File: src/rtl/serial_arb_pkg.sv
`default_nettype none
// +-----------------------------------------------------------------------------+
// | serial_arb_pkg : header field positions and FSM state types for the arbiter |
// | Revision 1.0                                                                |
// +-----------------------------------------------------------------------------+
package serial_arb_pkg;

   localparam int HDR_LEN_LSB = 0;
   localparam int HDR_LEN_MSB = 15;
   localparam int HDR_EXP_BIT = 31;

   typedef enum logic [1:0] {
      IDLE = 2'd0,
      HDR  = 2'd1,
      BODY = 2'd2
   } req_state_t;

   typedef enum logic [0:0] {
      R_HDR  = 1'b0,
      R_BODY = 1'b1
   } rsp_state_t;

endpackage
`default_nettype wire

File: src/rtl/serial_tag_fifo.sv
`default_nettype none
// +-----------------------------------------------------------------------------+
// | serial_tag_fifo : synchronous FIFO of requester tags, async-reset clear     |
// | Revision 1.0                                                                |
// +-----------------------------------------------------------------------------+
module serial_tag_fifo #(
   parameter int WIDTH = 1,
   parameter int DEPTH = 4
) (
   input  logic             clk,
   input  logic             rst,
   input  logic             i_push,
   input  logic [WIDTH-1:0] i_wr_data,
   input  logic             i_pop,
   output logic [WIDTH-1:0] o_rd_data,
   output logic             o_full,
   output logic             o_empty
);

   localparam int AW = $clog2(DEPTH);
   localparam int CW = AW + 1;

   logic [WIDTH-1:0] r_mem [DEPTH];
   logic [AW-1:0]    r_wptr;
   logic [AW-1:0]    r_rptr;
   logic [CW-1:0]    r_count;
   logic             w_do_push;
   logic             w_do_pop;

   assign o_full    = (r_count == CW'(DEPTH));
   assign o_empty   = (r_count == '0);
   assign w_do_push = i_push && !o_full;
   assign w_do_pop  = i_pop && !o_empty;
   assign o_rd_data = r_mem[r_rptr];

   always_ff @(posedge clk) begin
      if (w_do_push) begin
         r_mem[r_wptr] <= i_wr_data;
      end
   end

   always_ff @(posedge clk or posedge rst) begin
      if (rst) begin
         r_wptr  <= '0;
         r_rptr  <= '0;
         r_count <= '0;
      end else begin
         if (w_do_push) begin
            r_wptr <= r_wptr + 1'b1;
         end
         if (w_do_pop) begin
            r_rptr <= r_rptr + 1'b1;
         end
         if (w_do_push && !w_do_pop) begin
            r_count <= r_count + 1'b1;
         end else if (w_do_pop && !w_do_push) begin
            r_count <= r_count - 1'b1;
         end
      end
   end

endmodule
`default_nettype wire

File: src/rtl/serial_arbiter.sv
`default_nettype none
// +-----------------------------------------------------------------------------+
// | serial_arbiter : round-robin packet arbiter for a shared valid/ready link,  |
// |                  with in-order response routing through a tag FIFO         |
// | Revision 1.0                                                                |
// +-----------------------------------------------------------------------------+
module serial_arbiter
   import serial_arb_pkg::*;
#(
   parameter int N_CLIENTS = 2,
   parameter int W         = 32,
   parameter int TAG_DEPTH = 4
) (
   input  logic                   clk,
   input  logic                   rst,
   input  logic [N_CLIENTS-1:0]   i_req_valid,
   output logic [N_CLIENTS-1:0]   o_req_ready,
   input  logic [N_CLIENTS*W-1:0] i_req_bits,
   output logic [N_CLIENTS-1:0]   o_rsp_valid,
   input  logic [N_CLIENTS-1:0]   i_rsp_ready,
   output logic [W-1:0]           o_rsp_bits,
   output logic                   o_serial_in_valid,
   input  logic                   i_serial_in_ready,
   output logic [W-1:0]           o_serial_in_bits,
   input  logic                   i_serial_out_valid,
   output logic                   o_serial_out_ready,
   input  logic [W-1:0]           i_serial_out_bits,
   output logic                   o_orphan_err
);

   localparam int TW = $clog2(N_CLIENTS);

   req_state_t     r_req_state;
   rsp_state_t     r_rsp_state;
   logic [TW-1:0]  r_grant;
   logic [TW-1:0]  r_rr_ptr;
   logic [15:0]    r_cnt;
   logic [15:0]    r_rcnt;
   logic           r_orphan;

   logic [W-1:0]   w_req_word [N_CLIENTS];
   logic [W-1:0]   w_word;
   logic           w_active;
   logic           w_block;
   logic           w_in_fire;
   logic           w_out_fire;
   logic           w_push;
   logic           w_pop;
   logic           w_full;
   logic           w_empty;
   logic [TW-1:0]  w_dest;
   logic [TW-1:0]  w_pick;
   logic           w_pick_found;
   logic [TW-1:0]  w_next_ptr;

   for (genvar gi = 0; gi < N_CLIENTS; gi++) begin : g_unpack
      assign w_req_word[gi] = i_req_bits[gi*W +: W];
   end

   assign w_word     = w_req_word[r_grant];
   assign w_active   = (r_req_state != IDLE);
   // A response-expecting header waits for a free tag slot; the registered
   // full flag means a pop only unblocks on the following cycle.
   assign w_block    = (r_req_state == HDR) && w_word[HDR_EXP_BIT] && w_full;
   assign w_next_ptr = (r_grant == TW'(N_CLIENTS - 1)) ? '0 : r_grant + 1'b1;

   always_comb begin
      o_req_ready       = '0;
      o_serial_in_valid = w_active && !w_block && i_req_valid[r_grant];
      o_serial_in_bits  = w_word;
      if (w_active && !w_block) begin
         o_req_ready[r_grant] = i_serial_in_ready;
      end
   end

   assign w_in_fire = o_serial_in_valid && i_serial_in_ready;
   assign w_push    = (r_req_state == HDR) && w_in_fire && w_word[HDR_EXP_BIT];

   always_comb begin
      int idx;
      w_pick_found = 1'b0;
      w_pick       = '0;
      for (int k = 0; k < N_CLIENTS; k++) begin
         idx = int'(r_rr_ptr) + k;
         if (idx >= N_CLIENTS) begin
            idx = idx - N_CLIENTS;
         end
         if (!w_pick_found && i_req_valid[TW'(idx)]) begin
            w_pick_found = 1'b1;
            w_pick       = TW'(idx);
         end
      end
   end

   always_ff @(posedge clk or posedge rst) begin
      if (rst) begin
         r_req_state <= IDLE;
         r_grant     <= '0;
         r_rr_ptr    <= '0;
         r_cnt       <= '0;
      end else begin
         case (r_req_state)
            IDLE: begin
               if (w_pick_found) begin
                  r_grant     <= w_pick;
                  r_req_state <= HDR;
               end
            end
            HDR: begin
               if (w_in_fire) begin
                  r_cnt <= w_word[HDR_LEN_MSB:HDR_LEN_LSB];
                  if (w_word[HDR_LEN_MSB:HDR_LEN_LSB] == 16'd0) begin
                     r_req_state <= IDLE;
                     r_rr_ptr    <= w_next_ptr;
                  end else begin
                     r_req_state <= BODY;
                  end
               end
            end
            BODY: begin
               if (w_in_fire) begin
                  r_cnt <= r_cnt - 16'd1;
                  if (r_cnt == 16'd1) begin
                     r_req_state <= IDLE;
                     r_rr_ptr    <= w_next_ptr;
                  end
               end
            end
            default: r_req_state <= IDLE;
         endcase
      end
   end

   always_comb begin
      o_rsp_valid        = '0;
      o_serial_out_ready = 1'b0;
      o_rsp_bits         = i_serial_out_bits;
      if (!w_empty) begin
         o_rsp_valid[w_dest] = i_serial_out_valid;
         o_serial_out_ready  = i_rsp_ready[w_dest];
      end
   end

   assign w_out_fire = i_serial_out_valid && o_serial_out_ready;
   assign w_pop      = w_out_fire &&
                       (((r_rsp_state == R_HDR) && (i_serial_out_bits[HDR_LEN_MSB:HDR_LEN_LSB] == 16'd0)) ||
                        ((r_rsp_state == R_BODY) && (r_rcnt == 16'd1)));

   always_ff @(posedge clk or posedge rst) begin
      if (rst) begin
         r_rsp_state <= R_HDR;
         r_rcnt      <= '0;
         r_orphan    <= 1'b0;
      end else begin
         if ((r_rsp_state == R_HDR) && w_empty && i_serial_out_valid) begin
            r_orphan <= 1'b1;
         end
         if (w_out_fire) begin
            if (r_rsp_state == R_HDR) begin
               r_rcnt <= i_serial_out_bits[HDR_LEN_MSB:HDR_LEN_LSB];
               if (i_serial_out_bits[HDR_LEN_MSB:HDR_LEN_LSB] != 16'd0) begin
                  r_rsp_state <= R_BODY;
               end
            end else begin
               r_rcnt <= r_rcnt - 16'd1;
               if (r_rcnt == 16'd1) begin
                  r_rsp_state <= R_HDR;
               end
            end
         end
      end
   end

   assign o_orphan_err = r_orphan;

   serial_tag_fifo #(
      .WIDTH (TW),
      .DEPTH (TAG_DEPTH)
   ) u_tag_fifo (
      .clk       (clk),
      .rst       (rst),
      .i_push    (w_push),
      .i_wr_data (r_grant),
      .i_pop     (w_pop),
      .o_rd_data (w_dest),
      .o_full    (w_full),
      .o_empty   (w_empty)
   );

endmodule
`default_nettype wire

File: config.mk
export PLATFORM = sky130hd
export DESIGN_NAME = serial_arbiter
export DESIGN_NICKNAME = d
export VERILOG_FILES = /design/src/rtl/serial_arb_pkg.sv /design/src/rtl/serial_tag_fifo.sv /design/src/rtl/serial_arbiter.sv
export SDC_FILE = /design/constraint.sdc
export NUM_CORES = 1
export LEC_CHECK = 0
export CAP_MARGIN = 10
export CORE_MARGIN = 5
export CORE_UTILIZATION = 46
export CTS_BUF_LIST = sky130_fd_sc_hd__clkbuf_4 sky130_fd_sc_hd__clkbuf_8 sky130_fd_sc_hd__clkbuf_16
export CTS_CLUSTER_SIZE = 25
export DETAILED_ROUTE_END_ITERATION = 7
export GPL_TIMING_DRIVEN = 0
export HOLD_SLACK_MARGIN = 0.12
export PLACE_DENSITY = 0.88
export SYNTH_ARGS = -nofsm -noshare
export SYNTH_HDL_FRONTEND = slang
export SYNTH_HIERARCHICAL = 1
export SYNTH_SLANG_ARGS = --single-unit
File: constraint.sdc
create_clock -name clk -period 4.7 [get_ports clk]
set_clock_uncertainty 0.15 [all_clocks]
set_input_delay 0.94 -clock clk [delete_from_list [all_inputs] [get_ports clk]]
set_output_delay 0.94 -clock clk [all_outputs]
set_load 0.01 [all_outputs]
# Yosys cells after proc, flatten, opt, wreduce, memory -nomap -nowiden

Memories as Yosys holds them, arrays and structs flattened.
Cells that the tools add are included.

Register bits: 45
Bits in writable memories: 4
Memories: 1

Memories:

| name             | words | width | rd ports | clocked after memory_dff | wr ports | line                  | RTL |
|---|---|---|---|---|---|---|---|
| u_tag_fifo.r_mem | 4     | 1     | 1        | 0                        | 1        | serial_tag_fifo.sv:23 | `logic [WIDTH-1:0] r_mem [DEPTH];` |

$add $sub $neg: 10
Order comparisons: 9
Equality and inequality tests: 10
Multiplexer cells: 47
Bitwise operators: 4
Reductions and logical operators: 39

Operators by type and width:

| operator                                                                      | count |
|---|---|
| 32-bit two-way mux                                                            | 3 |
| 16-bit two-way mux                                                            | 3 |
| 16-bit by 1-bit == test with 1-bit output (second input constant)             | 2 |
| 16-bit logical NOT                                                            | 2 |
| 16-bit case mux with 2 select lines                                           | 1 |
| 16-bit by 1-bit subtractor with 16-bit output (second input constant)         | 2 |
| 1-bit two-way mux                                                             | 27 |
| 1-bit logical AND                                                             | 20 |
| 16-bit nonzero test                                                           | 1 |
| 2-bit two-way mux                                                             | 7 |
| 2-bit inequality test (second input constant)                                 | 4 |
| 1-bit logical NOT                                                             | 6 |
| 1-bit by 3-bit less-than comparator with 1-bit output (second input constant) | 2 |
| 3-bit two-way mux                                                             | 2 |
| 2-bit case mux with 3 select lines                                            | 1 |
| 2-bit nonzero test                                                            | 3 |
| 5-bit AND reduction                                                           | 1 |
| 2-bit by 1-bit adder with 2-bit output (second input constant)                | 2 |
| 2-bit bitwise AND                                                             | 2 |
| 2-bit greater-or-equal comparator (second input constant)                     | 2 |
| 1-bit by 2-bit less-than comparator with 1-bit output (second input constant) | 2 |
| 4-bit AND reduction                                                           | 1 |
| 3-bit by 1-bit adder with 3-bit output (second input constant)                | 1 |
| 3-bit == test (second input constant)                                         | 1 |
| 18 further kinds                                                              | 21 |

# Longest topological paths before layout

Gate-level depths: netlist of the first run.

Depth in word-level cells: 17
Gate-level depth with buffers: 14

# Cells and area by module

The synthesis of the first run kept the hierarchy.

By module, submodules not included:

| module          | times used | cells each | area an instance (µm²) | seq. area each (µm²) |
|---|---|---|---|---|
| serial_arbiter  | 1          | 380        | 3181.8                 | 950.9 |
| serial_tag_fifo | 1          | 41         | 585.6                  | 295.3 |

# Worst setup path after synthesis of the first run

OpenSTA, ideal clock, no wires.

Kind: input -> register
Start: in i_req_bits[63]
End: reg u_tag_fifo.r_count[2]
Arrival: 2915 ps
Required time: 4471 ps
Slack: 1556 ps
Stages on the path: 12
Buffers on the path: 1
Cells stage by stage: mux2i_1 > o21ai_0 > or3_1 > nor2_1 > nor2b_2 > buf_6 > ha_1 > inv_1 > fa_1 > xor2_1 > nor2_1 > xor2_1

Word-level cells in the longest chain between the ends: 15
Elaborated cells on any way between the ends: 17
Classes of those cells: mux (4); reduce/logical (13)

Ends and longest elaborated chain:

| element                                                  | line                  | RTL |
|---|---|---|
| start: declaration                                       | serial_arbiter.sv:18  | `input logic [N_CLIENTS*W-1:0] i_req_bits,` |
| 32-bit two-way mux (implied by the code) * (3 in series) | serial_arbiter.sv:60  | `assign w_word = w_req_word[r_grant];` |
| 1-bit logical AND (2 in series)                          | serial_arbiter.sv:64  | `assign w_block = (r_req_state == HDR) && w_word[HDR_EXP_BIT] && w_full;` |
| 1-bit logical NOT                                        | serial_arbiter.sv:69  | `o_serial_in_valid = w_active && !w_block && i_req_valid[r_grant];` |
| 1-bit logical AND (2 in series)                          | serial_arbiter.sv:69  |  |
| 1-bit logical AND                                        | serial_arbiter.sv:76  | `assign w_in_fire = o_serial_in_valid && i_serial_in_ready;` |
| 1-bit logical AND                                        | serial_arbiter.sv:77  | `assign w_push = (r_req_state == HDR) && w_in_fire && w_word[HDR_EXP_BIT];` |
| 1-bit logical AND *                                      | serial_arbiter.sv:77  |  |
| named net w_push                                         | serial_arbiter.sv:47  | `logic w_push;` |
| 1-bit logical AND *                                      | serial_tag_fifo.sv:32 | `assign w_do_push = i_push && !o_full;` |
| named net u_tag_fifo.w_do_push                           | serial_tag_fifo.sv:27 | `logic w_do_push;` |
| 1-bit logical NOT                                        | serial_tag_fifo.sv:56 | `end else if (w_do_pop && !w_do_push) begin` |
| 1-bit logical AND                                        | serial_tag_fifo.sv:56 |  |
| 2-bit nonzero test (no line)                             | -                     |  |
| end signal: assignment                                   | serial_tag_fifo.sv:55 | `r_count <= r_count + 1'b1;` |
| end signal: assignment                                   | serial_tag_fifo.sv:57 | `r_count <= r_count - 1'b1;` |
| end: declaration                                         | serial_tag_fifo.sv:26 | `logic [CW-1:0] r_count;` |

Mark *: on every way through the listed nets, which the timed path passes. The rest lies on a longest branch. The select of a mux whose other input is x is not followed.
A chain may end at the register's enable or synchronous reset.

# Worst setup path in the final report of the first run

Start: in i_req_bits[63]
End: out o_req_ready[1]

Word-level cells in the longest chain between the ends: 8

Ends and longest elaborated chain:

| element                                                | line                 | RTL |
|---|---|---|
| 32-bit two-way mux (implied by the code) (3 in series) | serial_arbiter.sv:60 |  |
| 1-bit logical AND (2 in series)                        | serial_arbiter.sv:64 |  |
| 1-bit logical NOT                                      | serial_arbiter.sv:71 | `if (w_active && !w_block) begin` |
| 1-bit logical AND                                      | serial_arbiter.sv:71 |  |
| 2-bit two-way mux                                      | serial_arbiter.sv:71 |  |
| end: declaration                                       | serial_arbiter.sv:17 | `output logic [N_CLIENTS-1:0] o_req_ready,` |

Every way passes these cells. The select of a mux whose other input is x is not followed.

==> results.toml, run 1 <==
[outcome]
outcome = "finished clean"

[floorplan]
initial_core_util_pct = 46.55
io_pins = 175
num_rows = 33
die_h_um = 100.5
die_x_um = 100.5
die_area_mm2 = 0.01010
core_mm2 = 0.008093

[finish]
final-seq-area_mm2 = 0.001246
diodes = 0
final_cells = 692
multi_input_area_mm2 = 0.002107
final_cell_mix = "158 x clkdlybuf4s50_1, 45 x dfrtp_1, 36 x nor2_1"
nets = 700
layout-drive-gt1-share_pct = 16.01
area_growth_pct = 48.65
utilization_pct = 69.20
final_common_cell = "clkdlybuf4s50_1"
n_fill_cell = 632

[cts]
post_cts_buffers = 0
post_cts_resized = 0
insertion_delay_ns = 0.31
cts_max_path_buffers = 2
cts_tree = "done"
clkTransAtPathRegs_ns = 0.08
root_buffer = "clkbuf_8"
numCtsBuffers = 5
h-tree-depth = 2
cts.sinks = 49
ctsHoldBuffers = 0

[global_route]
use_met2_pct = 42.61
grt.overflow.total = 0
grt_max_degree = 39
busiest_layer = "met2"
grt_pass1_wl_mm = 18.86
grt_use_total_pct = 23.04
grt_pass1_vias = 4059
antenna_found_initial = 0
met1_usage_pct = 24.79
met3_usage_pct = 6.228

[critical_path]
end_kind = "output pin"
r2r_end = "u_tag_fifo/r_count[2]$_DFFE_PP0P_"
r2r_cells = 13
reg2reg_slack_ns = 1.02
cp-startpoint = "i_req_bits[63]"
crit_required_ns = 3.61
start_kind = "input pin"
critPathCapture = "o_req_ready[1]"
critPathMaxFanout = 7
r2r_start = "u_tag_fifo/r_rptr[0]$_DFFE_PP0P_"
worst_ep_arrival_time_ns = 2.79
critical_path_class = "input pin to output pin"

[synthesis]
async_flop_share_pct = 91.84
synthesis.area_mm2 = 0.003767
syn-mean-instance-area_um2 = 8.949
yosysWarnings = 6
synthAdderAreaFrac_pct = 3.520
syn_inst = 421
synth-seq-cells = 49
synth_top_family_by_area = "simple AND/OR/NAND/NOR gates"
synth-edff-count = 4
yosysSeqAreaShare_pct = 33.08
yosys.area_share.simple_pct = 20.23
synth_flop_cell = "dfrtp_1"
synth_cell_types = 60
muxShareOfSynthArea_pct = 12.45
synth_xor_area_share_pct = 1.627
syn_nets = 535
synth-compound-area-share_pct = 18.10

[detailed_routing]
drtIter0Drc = 171
drc = 0
ant_nets = 0
vias_per_cell = 5.652
vias = 3911
dr.pass1.iters = 5
routedWlPerCell_um = 17.01
wl_mm = 11.77

[flow_run]
cap_violations = 0

[pwr]
max-vdd-ir-drop_v = 0.0003173
seqPwrFrac_pct = 32.2
p_int_uw = 1472
clkPwrFrac_pct = 13.1
p_comb_share_pct = 54.7
p_leak_uw = 0.002208
pwr_density_cell_mw_per_mm2 = 436.2
p_sw_uw = 970.4
p_total_uw = 2443
swShare_pct = 39.73

[placed_design]
place_congestion = 0.8936
place_ws_ns = 0.7483
io_buffers = 158
dp.cells = 684
place_hpwl_mm = 9.513

[sta]
fin_ws_ns = 0.8204
setup_viol = 0
slew_viol_final = 0
hold_viol_final = 0
final.setup.tns_ns = 0
fin_crit_sh_pct = 82.54
relSlewSlack_pct = 26.45
worst_slew_pin_slew_ns = 1.101
rsz0062_at_grt = "no"
finalCriticalPeriod_ns = 3.880
fmax_mhz = 257.8

[worst_hold_path]
min_path_cells = 1
hold_class = "flop to flop"
## final cells by class
class / instances / area share, %
Multi-Input combinational cell: 300 / 37.62
Timing Repair Buffer: 158 / 28.24
Sequential cell: 49 / 22.25
Buffer: 55 / 6.256
Tap cell: 105 / 2.346
Clock buffer: 6 / 1.475
Inverter: 17 / 1.139
Clock inverter: 2 / 0.6702
## cells by family after synthesis
logic type | count (synthesis)
xor gates and xnor gates | 7
and+or+nand+nor | 138
buffers and inverters | 72
adders and majority gates | 10
AOI/OAI and AO/OA | 104
muxes | 41
DFF | 49
## flip-flops by register name (all words and copies together) (netlist names), 2 cells and up
register / flops
r_rcnt: 16
u_tag_fifo/r_count: 3
r_cnt: 16
u_tag_fifo/r_rptr: 2
u_tag_fifo/r_wptr: 2
r_req_state: 2
u_tag_fifo/r_mem: 4
## metrics by stage
stage          cell area, um^2  hold slack (ns)
6_report                  5600           0.3483
5_1_grt                   5600           0.3710
4_1_cts                   5600           0.3482
3_5_place_dp              5480           0.3266
3_3_place_gp              5480           0.3077
2_1_floorplan             3767           0.3034
## routing by layer
layer | vias to the layer above | share of wire, %
met1 | 1845 | 37
met3 | 29 | 8.9
met5 | - | 0
met4 | 0 | 2.9
li1 | 1835 | -
met2 | 202 | 51
## power by group through the flow
| stage | Combinational [uW] | Clock, uW | Sequential, uW |
|---|---|---|---|
| floorplan | 847 | 0 | 738 |
| global placement | 1290 | 0 | 771 |
| detailed placement | 1330 | 0 | 785 |
| CTS | 1340 | 322 | 779 |
| global route | 1470 | 339 | 810 |
| finish | 1340 | 320 | 788 |
## synthesized netlist by cell type, types with 5 or more instances
cell       number  share of area, %
nor4_1         13               2.2
o22a_1          7               1.6
buf_4          32               6.4
o21ai_1         5              0.66
dfrtp_1        45                30
clkbuf_1       19               1.9
nor2_1         36               3.6
nand2_1        26               2.6
mux2i_1         6               1.6
nand3_1         5              0.66
nor3_1         11               1.5
a2bb2oi_1       5               1.2
a22oi_1         6               1.2
a31oi_1         5              0.83
inv_1          17               1.7
ha_1            9               3.0
nand2b_1        6               1.0
or3_1           6               1.0
o22ai_1         8               1.3
mux2_2         33               9.9
a21oi_1        25               3.3
o21ai_0        24               3.2
## critical path: stages
cell             delay (ns)
clkdlybuf4s50_1        0.40
mux2i_1                0.25
inv_1                  0.11
a31o_2                 0.31
and3b_1                0.22
clkdlybuf4s50_1        0.56
## worst min-delay path by stage
| stage | start | end | slack [ns] |
|---|---|---|---|
| 3_3_place_gp | o_orphan_err$_DFFE_PP0P_ | o_orphan_err$_DFFE_PP0P_ | 0.31 |
| 5_1_grt | u_tag_fifo/r_rptr[1]$_DFFE_PP0P_ | u_tag_fifo/r_rptr[1]$_DFFE_PP0P_ | 0.37 |
| 3_5_place_dp | u_tag_fifo/r_rptr[1]$_DFFE_PP0P_ | u_tag_fifo/r_rptr[1]$_DFFE_PP0P_ | 0.33 |
| 2_1_floorplan | u_tag_fifo/r_rptr[1]$_DFFE_PP0P_ | u_tag_fifo/r_rptr[1]$_DFFE_PP0P_ | 0.30 |
| 4_1_cts | u_tag_fifo/r_rptr[1]$_DFFE_PP0P_ | u_tag_fifo/r_rptr[1]$_DFFE_PP0P_ | 0.35 |
| 6_report | u_tag_fifo/r_rptr[1]$_DFFE_PP0P_ | u_tag_fifo/r_rptr[1]$_DFFE_PP0P_ | 0.35 |
(Power assumes the default switching activity.)
==> run 2: changes to the inputs <==
Settings changed: CORE_UTILIZATION 46 to 38, PLACE_DENSITY 0.88 to 0.78.
Clock period 4.7 ns to 3.2 ns, I/O delays scaled along.
==> run 2 against run 1 <==
Compared with the run above:
- first-iteration DRC count is 30% higher
- wire length is 0.57% higher
- die area increased by 19%
- via count grew 0.10%
- utilization down 10 points
- critical path depth rose by 7
- combinational power increased by 49%
- clock power increased by 67%
- final cell count grew 4.0%
- hold slack about the same
- global-route usage decreased by 3.7 points
- setup slack lost 0.73 ns
- critical path type is now input pin to flop
- largest power group unchanged
- highest routed layer unchanged
==> results.toml, run 2 (synthesis gave the netlist of run 1 again) <==
[outcome]
outcome = "finished clean"

[critical_path]
r2r_start = "r_grant$_DFFE_PP0P_"
cp_slowest_stage_delay_ns = 0.50
critPathMaxFanout = 7
start_kind = "input pin"
worst_ep_arrival_time_ns = 3.18
slowest_stage = "clkdlybuf4s50_1"
r2r_end = "u_tag_fifo/r_count[2]$_DFFE_PP0P_"
crit_chain = "clkdlybuf4s50_1, mux2_4, nand2_2, or3_1, nor2_1, nor2b_2, buf_6, ha_2, inv_1, fa_1, xor2_1, nor2_1, xor2_1"
critPathCapture = "u_tag_fifo/r_count[2]$_DFFE_PP0P_"
end_kind = "flop"
critical_path_class = "input pin to flop"
r2r_cells = 14
crit_required_ns = 3.27
reg2reg_slack_ns = 0.15
cp-startpoint = "i_req_valid[1]"

[finish]
final_cell_mix = "154 x clkdlybuf4s50_1, 44 x dfrtp_1, 35 x nor2_1"
area_growth_pct = 51.71
final_common_cell = "clkdlybuf4s50_1"
diodes = 0
reg_top3 = "r_cnt (16), r_rcnt (16), u_tag_fifo/r_mem (4)"
design_area_mm2 = 0.005715
n_fill_cell = 855
utilization_pct = 58.74
layout-drive-gt1-share_pct = 18.40
nets = 700

[detailed_routing]
drtIter0Drc = 222
drc = 0
vias = 3915
wl_mm = 11.84
ant_nets = 0
vias_per_cell = 5.438
dr.pass1.iters = 5
routedWlPerCell_um = 16.44

[flow_run]
cap_violations = 0

[sta]
rsz0062_at_grt = "yes"
fin_hold_ws_ns = 0.3481
fin_ws_ns = 0.09218
fin_crit_sh_pct = 97.12
relSlewSlack_pct = 31.17
setup_viol = 0
hold_viol_final = 0
finalCriticalPeriod_ns = 3.108
fmax_mhz = 321.8
worst_slew_pin_slew_ns = 1.030
slew_viol_final = 0

[worst_hold_path]
min_path_cells = 1
hold_class = "flop to flop"

[global_route]
grt.overflow.total = 0
antenna_found_initial = 0
grt_max_degree = 39
grt_pass1_wl_mm = 18.64
grt_pass1_vias = 3956
grt_use_total_pct = 19.36

[cts]
clkTransAtPathRegs_ns = 0.08
cts.sinks = 49
cts_tree = "done"
root_buffer = "clkbuf_8"
h-tree-depth = 2
numCtsBuffers = 5
ctsHoldBuffers = 0
cts_max_path_buffers = 2
insertion_delay_ns = 0.31

[floorplan]
die_h_um = 109.6
num_rows = 36
initial_core_util_pct = 38.72
die_x_um = 109.6
core_mm2 = 0.009729
io_pins = 175
die_area_mm2 = 0.01201

[placed_design]
place_congestion = 0.8772
place_ws_ns = -0.4297
io_buffers = 158
place_hpwl_mm = 9.630
post_dp_cell_area_mm2 = 0.005515

[pwr]
p_leak_uw = 0.002262
pwr_density_cell_mw_per_mm2 = 643.0
max-vdd-ir-drop_v = 0.0004521
[run 2: repair_timing]
action | 4_1_cts | 5_1_grt
resized for setup | 11 | 12
endpoints found under the setup margin | 21 | 8
buffers inserted | 1 | 1
pin swaps | 0 | 0
[run 2: how the worst min path moves through the flow]
stage	slack, ns	endpoint	startpoint
after floorplan	0.29	u_tag_fifo/r_count[0]$_DFFE_PP0P_	rst
after global placement	0.31	o_orphan_err$_DFFE_PP0P_	o_orphan_err$_DFFE_PP0P_
after detailed placement	0.33	r_cnt[13]$_DFFE_PP0P_	r_cnt[13]$_DFFE_PP0P_
after CTS	0.35	u_tag_fifo/r_count[2]$_DFFE_PP0P_	u_tag_fifo/r_count[2]$_DFFE_PP0P_
after global routing	0.36	u_tag_fifo/r_count[2]$_DFFE_PP0P_	u_tag_fifo/r_count[2]$_DFFE_PP0P_
final	0.35	u_tag_fifo/r_count[2]$_DFFE_PP0P_	u_tag_fifo/r_count[2]$_DFFE_PP0P_
[run 2: report_power, final]
group	total, uW	leakage [uW]	switching [uW]	internal [uW]
combinational	2000	0.00163	951	1050
sequential	1140	0.000567	263	880
clock	535	0.0000681	224	311
[run 2: final cells by class]
type	count	area [um^2]	area share [%]
plain buffers	53	347.8	6.086
repair buffers	160	1595	27.91
well taps	133	166.4	2.912
inverters	17	63.81	1.116
flip-flops and latches	49	1247	21.83
multi-input cells	300	2161	37.81
clock inverters	3	65.06	1.138
clock buffers	5	68.82	1.204
[run 2: critical path: cells and delay by family]
family	cells	cell delay (ns)
AND/OR/NAND/NOR	5	0.78
multiplexers	1	0.18
adder cells (fa/ha/maj)	2	0.56
buffers and inverters	3	0.69
XOR/XNOR	2	0.32
[run 2: stage by stage]
stage | instances | TNS [ns] | total power [uW]
after global placement | 712 | -0.9847 | 3053
after detailed placement | 712 | -1.322 | 3115
after floorplan | 421 | 0 | 2327
after CTS | 720 | 0 | 3664
after global routing | 720 | -0.03762 | 3929
final | 720 | 0 | 3675
[run 2: per-layer routing]
| layer | vias up | track usage [%] | part of all wire (%) |
|---|---|---|---|
| met3 | 15 | 5.578 | 9.5 |
| li1 | 1834 | - | - |
| met2 | 204 | 34.39 | 50 |
| met5 | - | 0 | 0 |
| met1 | 1862 | 22.70 | 39 |
| met4 | 0 | 5.343 | 1.7 |
